$ cat config.mk
export PLATFORM = sky130hd
export DESIGN_NAME = ps2_scancode_decoder
export DESIGN_NICKNAME = d
export VERILOG_FILES = /design/src/rtl/ps2_scancode_decoder.sv
export SDC_FILE = /design/constraint.sdc
export NUM_CORES = 1
export LEC_CHECK = 0
export CAP_MARGIN = 20
export CORE_UTILIZATION = 48
export DETAILED_ROUTE_END_ITERATION = 10
export GPL_TIMING_DRIVEN = 0
export HOLD_SLACK_MARGIN = 0.08
export PLACE_DENSITY = 0.68
export SYNTH_ARGS = -nofsm -noshare
export SYNTH_HDL_FRONTEND = slang
export SYNTH_SLANG_ARGS = --single-unit
export TNS_END_PERCENT = 20
$ cat constraint.sdc
create_clock -name clk -period 7.2 [get_ports clk]
set_input_delay 0.72 -clock clk [delete_from_list [all_inputs] [get_ports clk]]
set_output_delay 0.72 -clock clk [all_outputs]
set_load 0.03 [all_outputs]
$ cat src/rtl/ps2_scancode_decoder.sv
// PS/2 scan code set 2 decoder: tracks E0/F0 prefixes and shift keys, maps make
// codes to ASCII and queues characters in a small FIFO with a valid/ready output.
module ps2_scancode_decoder #(
  parameter int FIFO_DEPTH = 4
) (
  input  logic       clk,
  input  logic       rst_n,
  input  logic [7:0] ps2_received_data,
  input  logic       ps2_received_data_strb,
  input  logic       char_ready,
  output logic [7:0] char_data,
  output logic       char_valid,
  output logic       shift_active,
  output logic       fifo_overflow
);

  localparam int AW = $clog2(FIFO_DEPTH);
  localparam logic [AW:0] FULL_CNT = (AW + 1)'(FIFO_DEPTH);

  typedef enum logic [1:0] {
    IDLE      = 2'd0,
    EXT       = 2'd1,
    BREAK     = 2'd2,
    EXT_BREAK = 2'd3
  } state_t;

  state_t         state_r, state_nxt_s;
  logic           shift_l_r, shift_r_r, shift_active_r;
  logic           shift_l_nxt_s, shift_r_nxt_s;
  logic           push_req_s, pop_s, full_s, push_ok_s, overflow_s;
  logic [7:0]     push_char_s;
  logic [8:0]     lookup_s;
  logic [7:0]     mem_r [FIFO_DEPTH];
  logic [AW-1:0]  wr_ptr_r, rd_ptr_r;
  logic [AW:0]    count_r;
  logic           fifo_overflow_r;

  // Returns {hit, ascii}; letters are uppercase regardless of shift.
  function automatic logic [8:0] map_code(input logic [7:0] code, input logic shift);
    case (code)
      8'h1C: map_code = {1'b1, 8'h41};  8'h32: map_code = {1'b1, 8'h42};
      8'h21: map_code = {1'b1, 8'h43};  8'h23: map_code = {1'b1, 8'h44};
      8'h24: map_code = {1'b1, 8'h45};  8'h2B: map_code = {1'b1, 8'h46};
      8'h34: map_code = {1'b1, 8'h47};  8'h33: map_code = {1'b1, 8'h48};
      8'h43: map_code = {1'b1, 8'h49};  8'h3B: map_code = {1'b1, 8'h4A};
      8'h42: map_code = {1'b1, 8'h4B};  8'h4B: map_code = {1'b1, 8'h4C};
      8'h3A: map_code = {1'b1, 8'h4D};  8'h31: map_code = {1'b1, 8'h4E};
      8'h44: map_code = {1'b1, 8'h4F};  8'h4D: map_code = {1'b1, 8'h50};
      8'h15: map_code = {1'b1, 8'h51};  8'h2D: map_code = {1'b1, 8'h52};
      8'h1B: map_code = {1'b1, 8'h53};  8'h2C: map_code = {1'b1, 8'h54};
      8'h3C: map_code = {1'b1, 8'h55};  8'h2A: map_code = {1'b1, 8'h56};
      8'h1D: map_code = {1'b1, 8'h57};  8'h22: map_code = {1'b1, 8'h58};
      8'h35: map_code = {1'b1, 8'h59};  8'h1A: map_code = {1'b1, 8'h5A};
      8'h45: map_code = {1'b1, 8'h30};  8'h16: map_code = {1'b1, 8'h31};
      8'h1E: map_code = {1'b1, 8'h32};  8'h26: map_code = {1'b1, 8'h33};
      8'h25: map_code = {1'b1, 8'h34};  8'h2E: map_code = {1'b1, 8'h35};
      8'h36: map_code = {1'b1, 8'h36};  8'h3D: map_code = {1'b1, 8'h37};
      8'h3E: map_code = {1'b1, 8'h38};  8'h46: map_code = {1'b1, 8'h39};
      8'h29: map_code = {1'b1, 8'h20};  8'h5A: map_code = {1'b1, 8'h0D};
      8'h66: map_code = {1'b1, 8'h08};  8'h49: map_code = {1'b1, 8'h2E};
      8'h41: map_code = {1'b1, 8'h2C};
      8'h4A: map_code = shift ? {1'b1, 8'h3F} : {1'b1, 8'h2F};
      default: map_code = 9'h000;
    endcase
  endfunction

  assign lookup_s = map_code(ps2_received_data, shift_active_r);

  // Prefix FSM next state, shift flags and push request.
  always_comb begin
    state_nxt_s   = state_r;
    shift_l_nxt_s = shift_l_r;
    shift_r_nxt_s = shift_r_r;
    push_req_s    = 1'b0;
    push_char_s   = 8'h00;
    if (ps2_received_data_strb) begin
      case (state_r)
        IDLE: begin
          case (ps2_received_data)
            8'hE0: state_nxt_s = EXT;
            8'hF0: state_nxt_s = BREAK;
            8'h12: shift_l_nxt_s = 1'b1;
            8'h59: shift_r_nxt_s = 1'b1;
            8'hAA, 8'hFA, 8'hEE, 8'hFE, 8'h00, 8'hFF: state_nxt_s = IDLE;
            default: begin
              push_req_s  = lookup_s[8];
              push_char_s = lookup_s[7:0];
            end
          endcase
        end
        EXT: begin
          if (ps2_received_data == 8'hF0) begin
            state_nxt_s = EXT_BREAK;
          end else if (ps2_received_data == 8'h5A) begin
            state_nxt_s = IDLE;
            push_req_s  = 1'b1;
            push_char_s = 8'h0D;
          end else begin
            state_nxt_s = IDLE;
          end
        end
        BREAK: begin
          state_nxt_s = IDLE;
          if (ps2_received_data == 8'h12) begin
            shift_l_nxt_s = 1'b0;
          end else if (ps2_received_data == 8'h59) begin
            shift_r_nxt_s = 1'b0;
          end else begin
            shift_l_nxt_s = shift_l_r;
          end
        end
        EXT_BREAK: state_nxt_s = IDLE;
        default:   state_nxt_s = IDLE;
      endcase
    end else begin
      state_nxt_s = state_r;
    end
  end

  // FSM state and shift flag registers.
  always_ff @(posedge clk or negedge rst_n) begin
    if (!rst_n) begin
      state_r        <= IDLE;
      shift_l_r      <= 1'b0;
      shift_r_r      <= 1'b0;
      shift_active_r <= 1'b0;
    end else begin
      state_r        <= state_nxt_s;
      shift_l_r      <= shift_l_nxt_s;
      shift_r_r      <= shift_r_nxt_s;
      shift_active_r <= shift_l_nxt_s | shift_r_nxt_s;
    end
  end

  assign pop_s      = (count_r != {(AW + 1){1'b0}}) && char_ready;
  assign full_s     = (count_r == FULL_CNT);
  assign push_ok_s  = push_req_s && (!full_s || pop_s);
  assign overflow_s = push_req_s && full_s && !pop_s;

  // Character FIFO storage, pointers, occupancy and overflow pulse.
  always_ff @(posedge clk or negedge rst_n) begin
    if (!rst_n) begin
      for (int i = 0; i < FIFO_DEPTH; i++) mem_r[i] <= 8'h00;
      wr_ptr_r        <= {AW{1'b0}};
      rd_ptr_r        <= {AW{1'b0}};
      count_r         <= {(AW + 1){1'b0}};
      fifo_overflow_r <= 1'b0;
    end else begin
      fifo_overflow_r <= overflow_s;
      if (push_ok_s) begin
        mem_r[wr_ptr_r] <= push_char_s;
        wr_ptr_r        <= wr_ptr_r + 1'b1;
      end
      if (pop_s) begin
        rd_ptr_r <= rd_ptr_r + 1'b1;
      end
      case ({push_ok_s, pop_s})
        2'b10:   count_r <= count_r + 1'b1;
        2'b01:   count_r <= count_r - 1'b1;
        default: count_r <= count_r;
      endcase
    end
  end

  assign char_data     = mem_r[rd_ptr_r];
  assign char_valid    = (count_r != {(AW + 1){1'b0}});
  assign shift_active  = shift_active_r;
  assign fifo_overflow = fifo_overflow_r;

endmodule

==> impl_metrics.csv <==
group,metric,value,unit
run_status,status,"completed",
power,leakage,1.462,nW
routing,wl,7.343,mm
clocking,cts_tree,"done",
setup_path,worst_r2r_path_depth,10,
yosys,synth_cells,286,
sta,rsz0062_at_grt,"no",
setup_path,r2r_start,"count_r[1]",
layout,syn_to_final_growth,13.93,%
clocking,ctsHoldBuffers,0,
layout,num_antenna_cells,0,
yosys,seq_area_frac_synth,0.3379,
yosys,synthMostInstantiatedCell,"dfrtp_1",
clocking,cts_resized,0,
clocking,clk_latency,290,ps
yosys,yosys_warnings,0,
global_route,antenna_found_initial,0,
setup_path,r2r_end,"count_r[2]",
power,ir_worst_vdd,0.2115,mV
flow_run,maxCapViolations,0,
setup_path,critPathBufInv,4,
clocking,cts_sinks,41,
yosys,synth_ff_type,"dfrtp_1",
yosys,yosys.cell_types.count,66,
yosys,yosys.area.top_type,"dfrtp_1",
sta,worstMarginPinSlew,831.2,ps
setup_path,slowest_delay,740,ps
sta,setup_ws,3221,ps
clocking,clock_tree.root_cell,"clkbuf_8",
setup_path,start_kind,"input port",
sta,final_max_slew_viol_count,0,
routing,dr.pass1.iters,5,
yosys,ys_seq_elements,41,
sta,fmax,251.3,MHz
layout,final_nets,333,
clocking,postCtsSetupRepairBufs,0,
global_route,grt_pass1_vias,2451,
clocking,cts-htree-levels,2,
yosys,avgSynthCellArea,10.62,sq um
global_route,grt_pass1_wl,12.10,mm
yosys,yosys-top-cells-area,"dfrtp_1 (34%), mux2_1 (8.9%), mux4_2 (5.2%), nand4_4 (3.5%), mux2_4 (2.5%)",
setup_path,arrival,4150,ps
placed_design,dp_hpwl,5.330,mm
global_route,grt_max_degree,42,
yosys,synth_commonest_cells,"dfrtp_1 (41), mux2_1 (24), nand2_1 (18)",
layout,design_area,3460,sq um
placed_design,place_ws,3023,ps
clocking,cts_max_path_buffers,2,
floorplanning,rows,28,
power,power_per_cell_area,208.9,nW/um^2
setup_path,slowest_stage,"nor4b_1",
yosys,yosysTopAreaCellShare,0.3379,
setup_path,cp-end-kind,"flop",
setup_path,path_cells,"clkdlybuf4s50_1 -> buf_6 -> nor4b_1 -> nand2_1 -> o311ai_2 -> nor4_4 -> nand4_4 -> and3_4 -> inv_1 -> ha_1 -> inv_1 -> fa_1 -> xor2_1 -> nor2_1 -> xor2_1",
setup_path,worstPathMaxFanout,10,
setup_path,cp.required,7370,ps
routing,avgViaCountPerCell,6.385,
yosys,synth_edf_count,0,
floorplanning,fp.coreArea,6026,sq um
floorplanning,initial_core_util,0.5039,
sta,min_period_over_period,0.5526,
routing,post-route-drc-count,0,
placed_design,gp_congestion,0.9827,
floorplanning,io_pins,23,
routing,wire_per_inst,18.83,um
floorplanning,dieHeight,81.54,um
layout,drive_above_1_share,0.1810,
sta,tns,0,ps
routing,drt_iter0_markers,164,
sta,setup_viol,0,
yosys,async_flop_share,1.000,
sta,max-slew-margin-rel,0.4380,
setup_path,cpLargestDelayFamily,"simple AND/OR/NAND/NOR gates",
yosys,synth.net_count,304,
global_route,grt_usage,0.2436,
sta,min_period,3979,ps
worst_hold_path,min_path_type,"in -> async",
clocking,cts.clk_slew.worst_paths,80,ps
floorplanning,die_x,81.54,um
placed_design,place_area,3356,sq um
sta,hold_viol,0,
routing,vias,2490,
routing,detail-route-antenna-nets,0,
sta,clock_skew,10.13,ps
floorplanning,dieArea,6649,sq um
setup_path,reg2reg_slack,4550,ps
clocking,cts_buffers,5,
layout,fillers,541,
yosys,syn_area,3037,sq um
setup_path,crit_type,"in -> reg",
placed_design,io_buffers,21,
global_route,grt_overflow_total,0,
==> layout make-up <==
cell class | count | area [sq um] | share of cell area
multi-input cells | 213 | 1856 | 0.5363
repair buffers | 22 | 225.2 | 0.06510
plain buffers | 20 | 110.1 | 0.03183
clock buffers | 5 | 68.82 | 0.01989
inverters | 12 | 45.04 | 0.01302
clock inverters | 2 | 35.03 | 0.01013
well taps | 75 | 93.84 | 0.02712
flip-flops and latches | 41 | 1026 | 0.2966
==> how the worst max path moves through the flow <==
stage                                     from    endpoint  slack [ps]  cells past startpoint
after detailed placement  ps2_received_data[0]  count_r[2]        3020                     15
after global routing      ps2_received_data[0]  count_r[2]        3090                     15
after CTS                 ps2_received_data[0]  count_r[2]        3310                     15
after global placement    ps2_received_data[2]  count_r[2]        3000                     15
after floorplan           ps2_received_data[5]  count_r[2]        3950                     14
final                     ps2_received_data[4]  count_r[2]        3220                     15
==> flip-flops by register name, indices dropped and copies added (netlist names) <==
register       count
rd_ptr_r           2
mem_r             28
state_r            2
fifo_overflow      1
wr_ptr_r           2
shift_r_r          1
shift_active       1
shift_l_r          1
count_r            3
==> where the power goes <==
part / internal [W] / switching (W) / total (W)
Combinational: 0.000116 / 0.000142 / 0.000258
Sequential: 0.000267 / 0.0000218 / 0.000289
Clock: 0.000101 / 0.0000750 / 0.000176
==> layout by cell type, fill, tap and decap left out, drive strengths merged, types with 7 or more instances in the layout <==
cell type and count:
o21ai 9, mux4 7, a31oi 8, dfrtp 41, nand4 12, mux2 29, nand2b 8, nand2 19
buf 18, clkdlybuf4s50 20, nor2 14, nor2b 10, a21oi 8, inv 12, clkbuf 9
==> layer usage <==
metal,track usage,routed length [um],share of wire,up-vias
met4,0.09464,144,0.020,0
met2,0.3700,3337,0.45,118
li1,-,-,-,1130
met1,0.3352,3305,0.45,1224
met3,0.05556,555,0.076,18
met5,0,0,0,-
==> metrics by stage <==
stage | std cells | hold WS (ps) | util | power, W
finish | 390 | 380.2 | 0.5741 | 0.0007227
detailed placement | 383 | 473.7 | 0.5569 | 0.0005523
global route | 390 | 397.1 | 0.5741 | 0.0007669
CTS | 390 | 384.5 | 0.5741 | 0.0007309
floorplan | 286 | 424.4 | - | 0.0004813
global placement | 382 | 470.5 | 0.5544 | 0.0005467
==> kinds of logic after synthesis <==
group,after synthesis,synth area share
AND/OR/NAND/NOR,107,0.2555
multiplexers,39,0.1755
buffers and inverters,32,0.05109
AO/OA/AOI/OAI,50,0.1228
XOR/XNOR,10,0.02884
flip-flops,41,0.3379
other,1,0.001235
adder cells (fa/ha/maj),6,0.02719
Note: power is estimated with default switching activity, not from simulation.
